**src/rtl/sc_stream_decoder.sv**
```systemverilog
// Stochastic-to-binary converter: counts the ones in a window of 2**WIDTH
// qualified stream bits and holds the saturated count under valid/ready.
module sc_stream_decoder #(
    parameter int WIDTH = 8
) (
    input  logic             clk,
    input  logic             rst_n,
    input  logic             start,
    input  logic             clear,
    input  logic             in_valid,
    input  logic             in_bit,
    output logic             busy,
    output logic             out_valid,
    input  logic             out_ready,
    output logic [WIDTH-1:0] result
);

    typedef enum logic [1:0] {
        IDLE  = 2'd0,
        COUNT = 2'd1,
        DONE  = 2'd2
    } state_t;

    localparam logic [WIDTH-1:0] LAST_SAMPLE = {WIDTH{1'b1}};

    state_t           state_reg,      state_next;
    logic [WIDTH-1:0] sample_cnt_reg, sample_cnt_next;
    logic [WIDTH:0]   ones_cnt_reg,   ones_cnt_next;
    logic [WIDTH-1:0] result_reg,     result_next;

    logic [WIDTH:0]   ones_sum;
    logic [WIDTH-1:0] result_sat;

    // Running total including the bit presented this cycle.
    assign ones_sum = ones_cnt_reg + {{WIDTH{1'b0}}, in_bit};

    // Only an all-ones window sets the MSB; its low bits are then zero, so
    // OR-ing the MSB into every bit yields 2**WIDTH-1.
    generate
        for (genvar gi = 0; gi < WIDTH; gi++) begin : g_sat
            assign result_sat[gi] = ones_sum[gi] | ones_sum[WIDTH];
        end
    endgenerate

    always_ff @(posedge clk or negedge rst_n) begin
        if (!rst_n) begin
            state_reg      <= IDLE;
            sample_cnt_reg <= '0;
            ones_cnt_reg   <= '0;
            result_reg     <= '0;
        end else begin
            state_reg      <= state_next;
            sample_cnt_reg <= sample_cnt_next;
            ones_cnt_reg   <= ones_cnt_next;
            result_reg     <= result_next;
        end
    end

    always_comb begin
        state_next      = state_reg;
        sample_cnt_next = sample_cnt_reg;
        ones_cnt_next   = ones_cnt_reg;
        result_next     = result_reg;

        if (clear) begin
            state_next      = IDLE;
            sample_cnt_next = '0;
            ones_cnt_next   = '0;
        end else begin
            case (state_reg)
                IDLE: begin
                    if (start) begin
                        state_next      = COUNT;
                        sample_cnt_next = '0;
                        ones_cnt_next   = '0;
                    end
                end

                COUNT: begin
                    if (in_valid) begin
                        sample_cnt_next = sample_cnt_reg + 1'b1;
                        ones_cnt_next   = ones_sum;
                        if (sample_cnt_reg == LAST_SAMPLE) begin
                            state_next  = DONE;
                            result_next = result_sat;
                        end
                    end
                end

                DONE: begin
                    if (out_ready) begin
                        if (start) begin
                            state_next      = COUNT;
                            sample_cnt_next = '0;
                            ones_cnt_next   = '0;
                        end else begin
                            state_next = IDLE;
                        end
                    end
                end

                default: begin
                    state_next      = IDLE;
                    sample_cnt_next = '0;
                    ones_cnt_next   = '0;
                end
            endcase
        end
    end

    assign busy      = (state_reg == COUNT);
    assign out_valid = (state_reg == DONE);
    assign result    = result_reg;

endmodule

```
**config.mk**
```make
export PLATFORM = sky130hd
export DESIGN_NAME = sc_stream_decoder
export DESIGN_NICKNAME = d
export VERILOG_FILES = /design/src/rtl/sc_stream_decoder.sv
export SDC_FILE = /design/constraint.sdc
export NUM_CORES = 1
export LEC_CHECK = 0
export ABC_AREA = 1
export CAP_MARGIN = 15
export CORE_MARGIN = 3
export CORE_UTILIZATION = 27
export DETAILED_ROUTE_END_ITERATION = 8
export SLEW_MARGIN = 20
export SYNTH_ARGS = -nofsm -noshare
export SYNTH_HDL_FRONTEND = slang
export SYNTH_SLANG_ARGS = --single-unit
```
**constraint.sdc**
```tcl
create_clock -name clk -period 3.68 [get_ports clk]
set_input_delay 0.552 -clock clk [delete_from_list [all_inputs] [get_ports clk]]
set_output_delay 0.552 -clock clk [all_outputs]
set_load 0.1 [all_outputs]
```
==> impl_metrics.ini <==
[run_status]
outcome = finished clean

[floorplan]
start_util_pct = 29.0
die-area_um2 = 6680
ioPinCount = 17
die_h_um = 81.7
core_um2 = 5340
die_w_um = 81.7
rows = 26

[setup_path]
cp_slowest_cell = clkdlybuf4s50_1
cp_num_cells = 2
worstReg2RegStart = ones_cnt_reg[0]
r2r_setup_slack_ns = 2.03
cp_top_family = buffers and inverters
path_max_fanout = 5
start_kind = flop
max_stage_delay_ns = 1.15
timing.rr.end = result[2]
crit_end = busy
worstSetupEndpointType = primary output
path_cells = nor2_8, clkdlybuf4s50_1
startpoint = state_reg[1]
critPathKind = reg -> out
worstPathRequired_ns = 3.13
reg2reg_depth = 9
crit_buf_inv = 1
arrival_ns = 2.12

[global_routing]
grt_start_max_net_pins = 28
track_usage_pct = 10.2
grt_pass1_vias = 1164
grt_pass1_wl_mm = 5.26
grt_overflow = 0
antenna_found_initial = 0

[cells_and_area]
fill_cells = 560
layout_common_cells = 70 x nand2_1, 27 x dfrtp_1, 21 x inv_1, 16 x clkdlybuf4s50_1, 14 x nor2_1
diodes = 0
largest_register_ffs = 9
nets = 221
final_util_pct = 34.2
regArea_um2 = 676
drive_above_1_share_pct = 12.9
area_growth_pct = 17.9
multi_input_area_um2 = 753
finalNonFillerCells = 280
mostFrequentLayoutCell = nand2_1

[drt]
drc = 0
num_vias = 1200
drt-wirelength-per-cell_um = 10.8
drt-total-wl_mm = 3.01
postRouteAntennaNets = 0
drt_first_pass_iters = 4
viasPerCell = 4.29
drtIter0Drc = 89

[yosys]
ys.warnings.count = 0
synth-seq-area-share_pct = 43.7
netlist_instances = 191
synth_nets = 201
synth_area_um2 = 1550
yosys.area.top_type_share_pct = 43.7
synth-seq-cells = 27
yosys-top-cells-area = dfrtp_1 44%, nand2_1 17%, inv_1 5.1%
ys_types = 26
synth_top_area_cell = dfrtp_1
synth_area_per_cell_um2 = 8.10

[timing]
grt_setup_unrepaired = no
slew_headroom_pct = 34.6
hold_viol_final = 0
setup_slack_ns = 1.01
layout_min_cycle_time_ns = 2.67
fin_setup_tns_ns = 0
min_period_over_period_pct = 72.5
finClkSkew_ns = 0.00463
worstMarginPinSlew_ns = 0.978
hold_ws_ns = 0.486
setup_viol = 0
max_clock_freq_mhz = 375
maxSlewViolCount = 0

[placed_design]
pre_cts_ws_ns = 1.32
gp_congestion = 0.855
port_buffers = 16
dp_hpwl_mm = 2.28
place_inst = 276

[clocking]
path_clk_slew_ns = 0.10
clk_latency_ns = 0.28
cts_tree = done
cts_htree_levels = 1
hold_buffers = 0
cts_made_buffers = 3
clk_path_buf_depth = 2
post_cts_buffers = 0
post_cts_resized = 0
cts_sinks = 27
clockRootBuffer = clkbuf_8

[power]
powerDensity_nw_per_um2 = 435
cellLeakagePower_nw = 0.930
clkPwrFrac_pct = 22.1
vdd_ir_drop_max_mv = 0.122
seq_power_share_pct = 41.9
combinationalPowerShare_pct = 36.0
intPower_uw = 461
switching_share_pct = 41.9
p_sw_uw = 333

[hold_path]
hp-class = reg -> reg
min_from = result[6]

[flow_run]
cap_violations = 0
==> Yosys cell counts <==
| cell | number |
|---|---|
| inv_1 | 21 |
| dfrtp_1 | 27 |
| nand4_2 | 1 |
| nor3_4 | 1 |
| nor2_8 | 2 |
| nand2_1 | 70 |
| buf_6 | 2 |
| a21oi_1 | 1 |
| nand4_1 | 2 |
| nand2_2 | 5 |
| a21oi_2 | 1 |
| o22ai_1 | 6 |
| o21ai_2 | 2 |
| nor2_1 | 14 |
| o21ai_1 | 5 |
| nand4_4 | 1 |
| nor2_4 | 2 |
| nand3_1 | 9 |
| nor2_2 | 3 |
| inv_4 | 1 |
| inv_2 | 3 |
| ha_1 | 3 |
| xor2_1 | 5 |
| nand3_4 | 1 |
| o21bai_1 | 1 |
| xnor2_1 | 2 |
==> worst min-delay path by stage <==
stage / slack [ns] / end / depth (start not counted)
after CTS: 0.49 / result[6] / 2
after detailed placement: 0.46 / result[6] / 2
final: 0.49 / result[6] / 2
after floorplan: 0.26 / ones_cnt_reg[0] / 0
after global placement: 0.46 / result[6] / 2
after global routing: 0.51 / result[4] / 2
==> metrics by stage <==
| stage | total power, mW | instance area [um2] |
|---|---|---|
| finish | 0.794 | 1830 |
| global placement | 0.625 | 1780 |
| detailed placement | 0.627 | 1780 |
| CTS | 0.801 | 1830 |
| floorplan | 0.571 | 1550 |
| global route | 0.838 | 1830 |
==> cell type report <==
class | count | area share [%]
Clock buffer | 4 | 2.47
Multi-Input combinational cell | 137 | 41.3
Tap cell | 70 | 4.80
Timing Repair Buffer | 17 | 9.18
Sequential cell | 27 | 37.0
Inverter | 25 | 5.28
==> power groups by stage <==
stage	Clock, mW	Sequential (mW)	Combinational (mW)
after floorplan	0	0.369	0.202
after global placement	0	0.338	0.287
after detailed placement	0	0.338	0.288
after global routing	0.192	0.336	0.310
final	0.175	0.333	0.286
after CTS	0.180	0.333	0.288
==> metal layers <==
metal | part of all wire, % | track usage [%]
met5 | 0 | 0
met1 | 56 | 14.8
met3 | 2.3 | 1.64
met4 | 1.8 | 3.99
met2 | 40 | 15.2
==> worst min-delay path, delay by kind of cell, from the launching register on <==
family | cells | cell delay [ns]
flops | 1 | 0.35
simple gates | 2 | 0.11
==> cells by family after synthesis <==
kind of cell,count (synthesis),synth area share (%)
simple gates,111,35.7
buf+inv,27,7.68
flops,27,43.7
compound gates,16,6.55
xor+xnor,7,3.96
fa+ha+maj,3,2.43
Power figures use the tool's default switching activity.
